<file path="config.mk">
export PLATFORM = sky130hd
export DESIGN_NAME = ps2_command_tx
export DESIGN_NICKNAME = d
export VERILOG_FILES = /design/src/rtl/ps2_command_tx.sv
export SDC_FILE = /design/constraint.sdc
export NUM_CORES = 1
export LEC_CHECK = 0
export BUFFER_PORTS_ARGS = -buffer_cell sky130_fd_sc_hd__buf_2
export CORE_ASPECT_RATIO = 1.4
export CORE_MARGIN = 2
export CORE_UTILIZATION = 58
export DETAILED_ROUTE_END_ITERATION = 8
export GPL_TIMING_DRIVEN = 0
export PLACE_DENSITY = 0.81
export SLEW_MARGIN = 20
export SYNTH_ARGS = -nofsm -noshare
export SYNTH_HDL_FRONTEND = slang
export SYNTH_SLANG_ARGS = --single-unit
</file>
<file path="constraint.sdc">
create_clock -name clock -period 4.65 [get_ports clock]
set_input_delay 0.6975 -clock clock [delete_from_list [all_inputs] [get_ports clock]]
set_output_delay 0.6975 -clock clock [all_outputs]
set_load 0.02 [all_outputs]
</file>
<file path="src/rtl/ps2_command_tx.sv">
// PS/2 host-to-device command transmitter: inhibit, request-to-send, 10-bit frame, acknowledge check.
// Define PS2_TX_TIMEOUT_EN to add a per-transfer watchdog that forces ERROR after TIMEOUT_CYCLES.
module ps2_command_tx #(
   parameter int unsigned INHIBIT_CYCLES = 5000,
   parameter int unsigned TIMEOUT_CYCLES = 750000
) (
   input  logic       clock,
   input  logic       resetn,
   input  logic [7:0] cmd_data,
   input  logic       cmd_send,
   output logic       cmd_busy,
   output logic       cmd_done,
   output logic       cmd_error,
   input  logic       ps2_clock_in,
   input  logic       ps2_data_in,
   output logic       ps2_clock_drive,
   output logic       ps2_data_drive,
   output logic [2:0] fsm_state
);

   // Handshake: cmd_send is a one-cycle request honoured only while cmd_busy is low (IDLE);
   // requests seen while busy are dropped, and cmd_done/cmd_error close every accepted request.

   typedef enum logic [2:0] {
      S_IDLE,
      S_INHIBIT,
      S_REQUEST,
      S_SHIFT,
      S_ACK,
      S_WAIT_IDLE,
      S_DONE,
      S_ERROR
   } state_t;

   localparam int INH_W = (INHIBIT_CYCLES > 1) ? $clog2(INHIBIT_CYCLES) : 1;

   if (INHIBIT_CYCLES < 1 || TIMEOUT_CYCLES < 1) begin : g_param_check
      $error("ps2_command_tx: INHIBIT_CYCLES and TIMEOUT_CYCLES must be at least 1");
   end

   state_t           state;
   state_t           next_state;
   logic             clk_meta;
   logic             clk_sync;
   logic             clk_prev;
   logic             data_meta;
   logic             data_sync;
   logic             clk_fall;
   logic [8:0]       frame;
   logic [3:0]       bit_cnt;
   logic [INH_W-1:0] inhibit_cnt;
   logic             inhibit_last;
   logic             wd_expire;

   // Synchronizers reset to 1 so a released bus never looks like a falling edge.
   always_ff @(posedge clock) begin
      if (!resetn) begin
         clk_meta  <= 1'b1;
         clk_sync  <= 1'b1;
         clk_prev  <= 1'b1;
         data_meta <= 1'b1;
         data_sync <= 1'b1;
      end else begin
         clk_meta  <= ps2_clock_in;
         clk_sync  <= clk_meta;
         clk_prev  <= clk_sync;
         data_meta <= ps2_data_in;
         data_sync <= data_meta;
      end
   end

   assign clk_fall     = clk_prev & ~clk_sync;
   assign inhibit_last = (inhibit_cnt == INH_W'(INHIBIT_CYCLES - 1));

`ifdef PS2_TX_TIMEOUT_EN
   localparam int WD_W = (TIMEOUT_CYCLES > 1) ? $clog2(TIMEOUT_CYCLES) : 1;

   logic [WD_W-1:0] wd_cnt;

   always_ff @(posedge clock) begin
      if (!resetn) begin
         wd_cnt <= '0;
      end else if (state == S_IDLE) begin
         wd_cnt <= '0;
      end else if (wd_cnt != WD_W'(TIMEOUT_CYCLES - 1)) begin
         wd_cnt <= wd_cnt + 1'b1;
      end
   end

   assign wd_expire = (state != S_IDLE) && (state != S_DONE) && (state != S_ERROR) &&
                      (wd_cnt == WD_W'(TIMEOUT_CYCLES - 1));
`else
   assign wd_expire = 1'b0;
`endif

   always_ff @(posedge clock) begin
      if (!resetn) begin
         state <= S_IDLE;
      end else begin
         state <= next_state;
      end
   end

   always_comb begin
      next_state = state;
      case (state)
         S_IDLE:      if (cmd_send) next_state = S_INHIBIT;
         S_INHIBIT:   if (inhibit_last) next_state = S_REQUEST;
         S_REQUEST:   if (clk_fall) next_state = S_SHIFT;
         // The edge that moves past parity releases the line for the stop bit.
         S_SHIFT:     if (clk_fall && bit_cnt == 4'd8) next_state = S_ACK;
         S_ACK:       if (clk_fall) next_state = data_sync ? S_ERROR : S_WAIT_IDLE;
         S_WAIT_IDLE: if (clk_sync && data_sync) next_state = S_DONE;
         S_DONE:      next_state = S_IDLE;
         S_ERROR:     next_state = S_IDLE;
         default:     next_state = S_IDLE;
      endcase
      if (wd_expire) next_state = S_ERROR;
   end

   // frame[0] is the bit currently presented; the first falling edge (in REQUEST) presents data bit 0.
   always_ff @(posedge clock) begin
      if (!resetn) begin
         frame       <= '0;
         bit_cnt     <= '0;
         inhibit_cnt <= '0;
      end else begin
         case (state)
            S_IDLE: begin
               if (cmd_send) begin
                  frame       <= {~^cmd_data, cmd_data};
                  bit_cnt     <= '0;
                  inhibit_cnt <= '0;
               end
            end
            S_INHIBIT: inhibit_cnt <= inhibit_cnt + 1'b1;
            S_SHIFT: begin
               if (clk_fall && bit_cnt != 4'd9) begin
                  frame   <= {1'b0, frame[8:1]};
                  bit_cnt <= bit_cnt + 4'd1;
               end
            end
            default: ;
         endcase
      end
   end

   always_comb begin
      ps2_clock_drive = 1'b0;
      ps2_data_drive  = 1'b0;
      case (state)
         S_INHIBIT: begin
            ps2_clock_drive = 1'b1;
            ps2_data_drive  = inhibit_last;
         end
         S_REQUEST: ps2_data_drive = 1'b1;
         S_SHIFT:   ps2_data_drive = ~frame[0];
         default: ;
      endcase
   end

   assign cmd_busy  = (state != S_IDLE);
   assign cmd_done  = (state == S_DONE);
   assign cmd_error = (state == S_ERROR);
   assign fsm_state = state;

endmodule

</file>
==> metrics.md, run 1 <==
| Metric | Value |
|---|---|
| Sequential area share after synthesis | `38.4%` |
| Unique masters post-synth | `46` |
| Hold_sp | `clk_meta$_SDFF_PN1_` |
| CP Class | `reg -> out` |
| First-pass GRT wire length | `6530 um` |
| Final global-route overflow total | `0` |
| FF-to-FF path depth | `6` |
| Die H | `a little under 70 um` |
| I/O pin total | `21` |
| Core Box Area | `2880 um2` |
| Hold Crit Class | `reg -> reg` |
| Post-synthesis average cell area | `8.65 um2` |
| Die ar. | `3520 um2` |
| Reg power frac | `40.9%` |
| Hold path endpoint | `clk_sync$_SDFF_PN1_` |
| Min Tclk post-route | `2.76 ns` |
| Leak | `0.814 nW` |
| Final period util | `59.3%` |
| First-pass DRT Iterations | `4` |
| Arrival @ worst endpoint | `2.06 ns` |
| Status | `complete, no violations` |
| Latest clock arrival within the worst-skew pair | `approximately 0.28 ns` |
| Starting density of the core | `61.6%` |
| Initial drt markers | `73` |
| Routed vias | `1,651` |
| R2R Setup Slk | `between 2 and 3 ns` |
| Final Util | `a little over two thirds` |
| Total net switching power | `between 300 and 400 uW` |
| RSZ-0062 raised after global routing | `no` |
| Yosys Warn Count | `0` |
| Crit-path max FO | `8` |
| Setup-failing EPs final | `0` |
| Nets@finish | `about 250` |
| Vias/cell | `6.11` |
| Antenna viol nets, final | `0` |
| Yosys top cell by area | `dfxtp_1` |
| Synth Register Bits | `34` |
| WL/cell | `14.2 um` |
| Final TNS setup | `0 ns` |
| ANT cells | `0` |
| Post-CTS setup buffer count | `0` |
| PostCTS Resize Cnt | `0` |
| Antenna violations before repair | `0` |
| Top post-synthesis cells by area | `dfxtp_1 (38%), mux2i_1 (6.2%), nor2_1 (4.4%), a21oi_1 (3.4%), a211oi_1 (3.4%)` |
| Area added between synthesis and finish | `13.4%` |
| Async set or reset register ratio after synthesis | `0%` |
| Crit end category | `output port` |
| Residual DRC | `0` |
| GRT Total Usage | `23.7%` |
| Pin count of the biggest net entering global routing | `11` |
| Vias in the first global route | `1,509` |
| Critical Path RT | `~4.0 ns` |
| FMAX | `363 MHz` |
| Die W | `50.7 um` |
| FF-to-FF End | `bit_cnt[2]$_SDFFE_PN0P_` |
| # hold bufs at CTS | `0` |
| Maxcap violations | `0` |
| Pins Over Slew Limit | `0` |
| Clock Skews | `0.00272 ns` |
| Pint | `553 uW` |
| Clk buf depth | `2` |
| CTS tree | `built` |
| Share of post-route cells with drive strength above 1 | `17.2%` |
| Clk slew on worst S/H paths | `0.07 ns` |
| Row count | `23` |
| RR Startpoint | `fsm_state[0]$_SDFFE_PN0P_` |
| Share of the synthesized area in the top cell type | `a little under two fifths` |
| Cell Area, Synth | `around 1800 um2` |
| Top FF cell, synth | `dfxtp_1` |
| WHS Path Cells | `1` |
| CTS root buf | `clkbuf_8` |
| PD cells | `426 nW/um2` |
| Worst slew pin tran | `between 0.6 and 0.7 ns` |
| Syn Inst Count | `205` |
| Peak supply drop | `~330 uV` |
| Final hold vios | `0` |
| Clock group share of total power | `roughly a quarter` |
| Combinational Power Share | `33.1%` |
| Sink Count | `34` |
| Net Sw Frac | `a little over a third` |
| Slew HR | `56.1%` |
| Detail Placement HPWL | `2850 um` |
| Number of buffers created by CTS | `5` |
| Element type at the critical path start | `flip-flop` |
| Post-synth net total | `222` |
| Drt total wl | `3830 um` |
| Routability cong. | `0.846` |
| H-tree Lvls | `2` |
| Fill cells | `249` |
| Number of port buffers | `20` |
| Crit path from | `inhibit_cnt[3]$_SDFFE_PN0P_` |
| Post-synth EDFFs | `0` |
## metal layers
metal	GRT usage [%]	vias up	routed length, um
li1	-	805	-
met1	28.9	784	1620
met5	0	-	0
met4	11.1	0	82
met3	5.17	11	177
met2	38.9	51	1940
## state kept, by name, indices dropped and copies added, names as in the netlist
register	cells
clk_prev	1
clk_sync	1
inhibit_cnt	13
clk_meta	1
frame	9
data_sync	1
fsm_state	3
bit_cnt	4
data_meta	1
## layout make-up
class,instances,area [um2],area share [%]
clock buffers,7,86.3,4.29
clock inverters,1,5.00,0.249
plain buffers,12,57.6,2.86
multi-input cells,153,1010,50.3
flip-flops and latches,34,681,33.9
well taps,37,46.3,2.30
inverters,6,22.5,1.12
repair buffers,20,100,4.98
## power by group through the flow
stage          registers, mW  logic (mW)  clock network (mW)
3_3_place_gp           0.354       0.273                   0
4_1_cts                0.350       0.284               0.226
6_report               0.350       0.283               0.223
5_1_grt                0.353       0.316               0.236
2_1_floorplan          0.357       0.206                   0
3_5_place_dp           0.356       0.283                   0
## per-stage QoR
step           cells  hold WS, ns  instance area (um2)  worst slack, ns  power (mW)
2_1_floorplan    205        0.386                 1770             2.31       0.563
3_3_place_gp     262        0.387                 1920             2.24       0.626
3_5_place_dp     262        0.402                 1920             2.23       0.639
4_1_cts          270        0.417                 2010             1.91       0.859
5_1_grt          270        0.432                 2010             1.79       0.906
6_report         270        0.412                 2010             1.89       0.856
## cell usage after synthesis, drive strengths merged (2+ instances only)
library cell	count
a31oi	3
nand2	15
o211ai	3
o31ai	2
or4b	3
mux2i	11
nand3b	4
buf	4
xnor2	6
ha	4
dfxtp	34
or4	2
inv	6
o221a	3
and3	2
o311ai	3
nor3	3
clkbuf	8
o32ai	2
or3	5
nand4	2
nand2b	6
a21oi	12
o21ai	8
a211oi	8
and3b	2
nand4b	2
nor2	21
nand3	8
## layout by cell type (no fill, tap or decap), types with 2 or more instances in the layout
cell and n:
clkbuf_8 6, and3b_1 2, ha_1 4, o32ai_1 2
or3_1 5, o311ai_0 3, clkbuf_1 9, nand2b_1 6
o211ai_1 3, or4b_2 3, xnor2_1 6, nor3_1 3
nor2_1 21, nand2_1 15, a21oi_1 12, o21ai_0 8
nand3_1 8, buf_2 21, dfxtp_1 34, inv_1 5
or4_1 2, o221a_2 3, and3_1 2, nand3b_1 4
o31ai_1 2, nand4_1 2, a211oi_1 8, a31oi_1 3
mux2i_1 11, nand4b_1 2
## kinds of logic (layout without fill, tap and decap cells)
kind of cell	Yosys count	after routing	share of synthesized area [%]
buf+inv	18	46	4.52
simple gates	81	81	25.1
mux	12	12	6.85
fa+ha+maj	4	4	2.82
xor+xnor	7	7	3.46
compound gates	49	49	18.9
flops	34	34	38.4
## worst max-delay path, stage by stage, from the launching register on
cell and delay, ns:
dfxtp_1 0.38, or4b_2 0.66, nor3_1 0.30, nand3b_1 0.11, a21oi_1 0.15, buf_2 0.18
## worst max path at each step
stage | slack (ns) | end
6_report | 1.89 | ps2_data_drive
5_1_grt | 1.79 | ps2_data_drive
4_1_cts | 1.91 | ps2_data_drive
3_5_place_dp | 2.23 | ps2_data_drive
3_3_place_gp | 2.24 | ps2_data_drive
2_1_floorplan | 2.31 | ps2_data_drive
(Power assumes the default switching activity.)
==> run 2, diff against run 1 <==
--- a/config.mk
+++ b/config.mk
@@ -8,10 +8,10 @@
 export BUFFER_PORTS_ARGS = -buffer_cell sky130_fd_sc_hd__buf_2
 export CORE_ASPECT_RATIO = 1.4
 export CORE_MARGIN = 2
-export CORE_UTILIZATION = 58
+export CORE_UTILIZATION = 51
 export DETAILED_ROUTE_END_ITERATION = 8
 export GPL_TIMING_DRIVEN = 0
-export PLACE_DENSITY = 0.81
+export PLACE_DENSITY = 0.76
 export SLEW_MARGIN = 20
 export SYNTH_ARGS = -nofsm -noshare
 export SYNTH_HDL_FRONTEND = slang
==> constraint.sdc (replaced) <==
create_clock -name clock -period 2.3 [get_ports clock]
set_input_delay 0.345 -clock clock [delete_from_list [all_inputs] [get_ports clock]]
set_output_delay 0.345 -clock clock [all_outputs]
set_load 0.02 [all_outputs]
==> metrics.md, run 2 (synthesized netlist as in run 1, its figures left out) <==
| Metric | Value |
|---|---|
| Status | `complete, no violations` |
| Commonest cells after routing, fill and taps aside | `dfxtp_1 (29), nor2_1 (21), buf_2 (20)` |
| Starting density of the core | `53.0%` |
| Row count | `25` |
| Reg power frac | `40.9%` |
| Net Sw Frac | `35.3%` |
| Hold Crit Class | `in -> reg` |
| GRT Total Usage | `between 20 and 25%` |
| Slew HR | `56.7%` |
| Clk buf depth | `2` |
| Peak supply drop | `between 500 and 600 uV` |
| CP Class | `reg -> out` |
| Vias/cell | `roughly 6` |
| Critical Path RT | `1.96 ns` |
| Crit-path max FO | `7` |
| Routed vias | `1,611` |
| Latest clock arrival within the worst-skew pair | `between 0.2 and 0.3 ns` |
| Min Tclk post-route | `2.22 ns` |
| Initial drt markers | `42` |
| Share of post-route cells with drive strength above 1 | `approximately 20%` |
| Area added between synthesis and finish | `15.2%` |
| Leak | `0.824 nW` |
| Final hold vios | `0` |
| Element type at the critical path start | `flip-flop` |
| Total net switching power | `612 uW` |
| Placed Area | `1920 um2` |
| Combinational Power Share | `around 34%` |
| Residual DRC | `0` |
| Final TNS setup | `0 ns` |
| Crit end category | `output port` |
| Finished layout cell area | `just over 2000 um2` |
| Number of port buffers | `20` |
| Final period util | `between 90% and 100%` |
| Die W | `53.8 um` |
| CP Cell Sequence | `or4b_2, nor3_2, nand3b_1, a21oi_2, buf_6` |
| Die H | `73.8 um` |
| Final Util | `61.0%` |
| CTS root buf | `clkbuf_8` |
| Sink Count | `34` |
| Die ar. | `between 3000 and 4000 um2` |
| Maxcap violations | `0` |
| Clock group share of total power | `between 20% and 30%` |
| Crit-path max cell delay | `0.64 ns` |
| Arrival @ worst endpoint | `approximately 1.9 ns` |
| Nets@finish | `~250` |
| Clock Skews | `~0.0040 ns` |
| Most common cell after layout, fill and taps aside | `dfxtp_1` |
| Clk slew on worst S/H paths | `0.07 ns` |
| Largest registers | `inhibit_cnt x13, frame x9, bit_cnt x4` |
| Pins Over Slew Limit | `0` |
| CTS tree | `built` |
| Min Hold Slack | `0.235 ns` |
| I/O pin total | `21` |
| Drt total wl | `roughly 3800 um` |
| First-pass GRT wire length | `6350 um` |
| # hold bufs at CTS | `0` |
| H-tree Lvls | `2` |
| Max stage delay cell, worst path | `or4b_2` |
| Core Box Area | `approximately 3300 um2` |
| PD cells | `849 nW/um2` |
| WL/cell | `14.0 um` |
| First-pass DRT Iterations | `4` |
| Number of buffers created by CTS | `5` |
| Top reg by flops | `inhibit_cnt` |
| Setup-failing EPs final | `0` |
| Pin count of the biggest net entering global routing | `11` |
| FMAX | `roughly 450 MHz` |
| Routability cong. | `approximately 0.85` |
| Detail Placement HPWL | `around 2800 um` |
| Worst slew pin tran | `0.640 ns` |
| Antenna viol nets, final | `0` |
| Largest register FFs | `13` |
| ANT cells | `0` |
| Antenna violations before repair | `0` |
| Pint | `1.12 mW` |
| Vias in the first global route | `1,398` |
| Final global-route overflow total | `0` |
-- run 2: repair_timing --
| action | 4_1_cts | 5_1_grt |
|---|---|---|
| endpoints found under the setup margin | 1 | 1 |
| gates cloned | 0 | 0 |
| gates resized for setup | 2 | 7 |
| endpoints found under the hold margin | 0 | 0 |
| setup buffers | 0 | 2 |
| pin swaps | 0 | 2 |
-- run 2: worst max-delay path, delay by kind of cell (launching register included) --
| family | cells | cell delay (ns) |
|---|---|---|
| and+or+nand+nor | 3 | 0.95 |
| DFF | 1 | 0.35 |
| AOI/OAI and AO/OA | 1 | 0.15 |
| buffers and inverters | 1 | 0.13 |
-- run 2: layout make-up --
type	count	area [um2]
fill	292	1310
sequential	34	687
timing repair buffer	22	121
clock buffer	6	82.6
tap	40	50.0
buffer	12	57.6
multi-input combinational	153	1020
inverter	6	22.5
-- run 2: power by group through the flow --
stage	clock [mW]	sequential [mW]	combinational [mW]
after floorplan	0	0.723	0.416
after detailed placement	0	0.721	0.571
final	0.435	0.708	0.590
after global routing	0.468	0.718	0.652
after global placement	0	0.718	0.562
after CTS	0.444	0.708	0.576
-- run 2: worst paths after layout --
check                                                  from                 endpoint  slack (ns)  cells past startpoint
worst max-delay path            inhibit_cnt[5]$_SDFFE_PN0P_           ps2_data_drive        0.08                      5
worst min-delay path                            ps2_data_in     data_meta$_SDFF_PN1_        0.24                      2
worst max register to register    fsm_state[2]$_SDFFE_PN0P_  bit_cnt[1]$_SDFFE_PN0P_        0.28                      6
worst min register to register          clk_meta$_SDFF_PN1_      clk_sync$_SDFF_PN1_        0.42                      1
-- run 2: metrics by stage --
step / setup slack, ns / total power [mW] / cells
final: 0.0754 / 1.73 / 273
after global routing: -0.0302 / 1.84 / 273
after CTS: 0.0279 / 1.73 / 271
after detailed placement: 0.277 / 1.29 / 265
after global placement: 0.278 / 1.28 / 265
after floorplan: 0.240 / 1.14 / 205
-- run 2: metal layers --
metal	vias to the layer above	share of wire, %	track usage (%)
met1	754	44	26.1
met4	0	1.3	8.55
met5	-	0	0
li1	814	-	-
met3	4	3.6	6.10
met2	39	51	36.6
==> run 3, diff against run 2 <==
--- a/config.mk
+++ b/config.mk
@@ -11,7 +11,7 @@
 export CORE_UTILIZATION = 51
 export DETAILED_ROUTE_END_ITERATION = 8
 export GPL_TIMING_DRIVEN = 0
-export PLACE_DENSITY = 0.76
+export PLACE_DENSITY_LB_ADDON = 0.15
 export SLEW_MARGIN = 20
 export SYNTH_ARGS = -nofsm -noshare
 export SYNTH_HDL_FRONTEND = slang
==> metrics.md, run 3 (synthesized netlist as in run 1, its figures left out) <==
| Metric | Value |
|---|---|
| Routed vias | `1,616` |
| Setup-failing EPs final | `0` |
| Clock Skews | `0.00407 ns` |
| Family with the most delay on the worst path | `simple AND/OR/NAND/NOR gates` |
| Nets@finish | `250` |
| CTS root buf | `clkbuf_8` |
| PD cells | `853 nW/um2` |
| Die H | `73.8 um` |
| H-tree Lvls | `2` |
| Detail Placement HPWL | `~3000 um` |
| Drt total wl | `approximately 4200 um` |
| Number of port buffers | `20` |
| Routability cong. | `approximately 0.81` |
| Vias in the first global route | `1,557` |
| Worst slew pin tran | `0.650 ns` |
| Dpl cells | `approximately 270` |
| Die W | `53.8 um` |
| First-pass DRT Iterations | `4` |
| Fill cells | `312` |
| Slew HR | `56.6%` |
| Most common cell after layout, fill and taps aside | `dfxtp_1` |
| Total power | `~1.7 mW` |
| Residual DRC | `0` |
| Hold Crit Class | `in -> reg` |
| Share of post-route cells with drive strength above 1 | `18.8%` |
| Status | `complete, no violations` |
| Leak | `0.842 nW` |
| Maxcap violations | `0` |
| Top reg by flops | `inhibit_cnt` |
| Final period util | `about 94%` |
| Final global-route overflow total | `0` |
| Element type at the critical path start | `flip-flop` |
| Initial drt markers | `38` |
| Crit-path max cell delay | `between 0.3 and 0.4 ns` |
| Commonest cells after routing, fill and taps aside | `dfxtp_1 (32), nor2_1 (21), buf_2 (20)` |
| Pin count of the biggest net entering global routing | `11` |
| Sink Count | `34` |
| Vias/cell | `5.90` |
| Antenna violations before repair | `0` |
| GRT Total Usage | `23.9%` |
| Clk slew on worst S/H paths | `~0.070 ns` |
| CP Cell Sequence | `ha_1, nand4_1, nor3_4, nand3b_1, a21oi_1, buf_4` |
| Crit-path max FO | `4` |
| FMAX | `462 MHz` |
| Starting density of the core | `53.0%` |
| # hold bufs at CTS | `0` |
| First-pass GRT wire length | `6940 um` |
| Area added between synthesis and finish | `15.4%` |
| Placed Area | `approximately 1900 um2` |
| CP Class | `reg -> out` |
| Finished layout cell area | `2050 um2` |
| Crit end category | `output port` |
| R2R Setup Slk | `roughly 0.28 ns` |
| Critical Path RT | `between 1.5 and 2 ns` |
| Number of buffers created by CTS | `5` |
| Latest clock arrival within the worst-skew pair | `between 0.2 and 0.3 ns` |
| Largest registers | `inhibit_cnt x13, frame x9, bit_cnt x4` |
| Max stage delay cell, worst path | `dfxtp_1` |
| Final hold vios | `0` |
| ANT cells | `0` |
| Min Tclk post-route | `around 2.2 ns` |
| Final worst slack | `0.134 ns` |
| Clk buf depth | `2` |
| DP Worst Slack | `0.206 ns` |
| Largest register FFs | `13` |
| Arrival @ worst endpoint | `1.82 ns` |
| I/O pin total | `21` |
| Non-Filler Instances | `274` |
| Worst path bufs/invs | `1` |
| Pins Over Slew Limit | `0` |
| Antenna viol nets, final | `0` |
| CTS tree | `built` |
| WL/cell | `15.2 um` |
| Core Box Area | `around 3300 um2` |
| Final TNS setup | `0 ns` |
| Row count | `25` |
| Die ar. | `3970 um2` |
| Peak supply drop | `853 uV` |
==> run 3: metal layers <==
layer  up-vias  routed length (um)  track usage [%]
met5         -                   0                0
met4         0                  54             8.83
met3         5                 219             5.49
met2        49                2260             43.0
met1       753                1640             26.2
li1        809                   -                -
==> run 3: cell type report <==
cell class | count | area, um2 | share of cell area [%]
sequential | 34 | 683 | 33.4
inverter | 6 | 22.5 | 1.10
clock buffer | 7 | 86.3 | 4.22
clock inverter | 1 | 5.00 | 0.245
multi-input combinational | 153 | 1030 | 50.4
timing repair buffer | 21 | 110 | 5.38
tap | 40 | 50.0 | 2.45
buffer | 12 | 57.6 | 2.81
==> run 3: worst paths after layout <==
| kind | startpoint | to | cells after the start |
|---|---|---|---|
| max | inhibit_cnt[0]$_SDFFE_PN0P_ | ps2_data_drive | 6 |
| min | ps2_clock_in | clk_meta$_SDFF_PN1_ | 2 |
| max reg2reg | fsm_state[0]$_SDFFE_PN0P_ | inhibit_cnt[11]$_SDFFE_PN0P_ | 6 |
| min reg2reg | data_meta$_SDFF_PN1_ | data_sync$_SDFF_PN1_ | 1 |
==> run 3: per-stage QoR <==
| step | util [%] | hold WS [ns] |
|---|---|---|
| CTS | 60.6 | 0.240 |
| global placement | 57.5 | 0.393 |
| finish | 61.1 | 0.246 |
| floorplan | - | 0.386 |
| detailed placement | 57.5 | 0.394 |
| global route | 61.1 | 0.243 |
==> run 3: where the power goes <==
part	total (mW)	internal (mW)	switching, mW
Combinational	0.586	0.227	0.359
Clock	0.451	0.241	0.210
Sequential	0.707	0.655	0.0518
==> run 3: repair_timing <==
item	in CTS	in global routing
gates resized for setup	3	4
buffers inserted	0	1
pin swaps	0	1
endpoints found under the setup margin	1	1
==> run 3: worst register-to-register path, delay by kind of cell (launching register included) <==
family | cells | cell delay [ns]
flip-flops | 1 | 0.32
AO/OA/AOI/OAI | 1 | 0.15
AND/OR/NAND/NOR | 3 | 1.19
buffers and inverters | 2 | 0.30
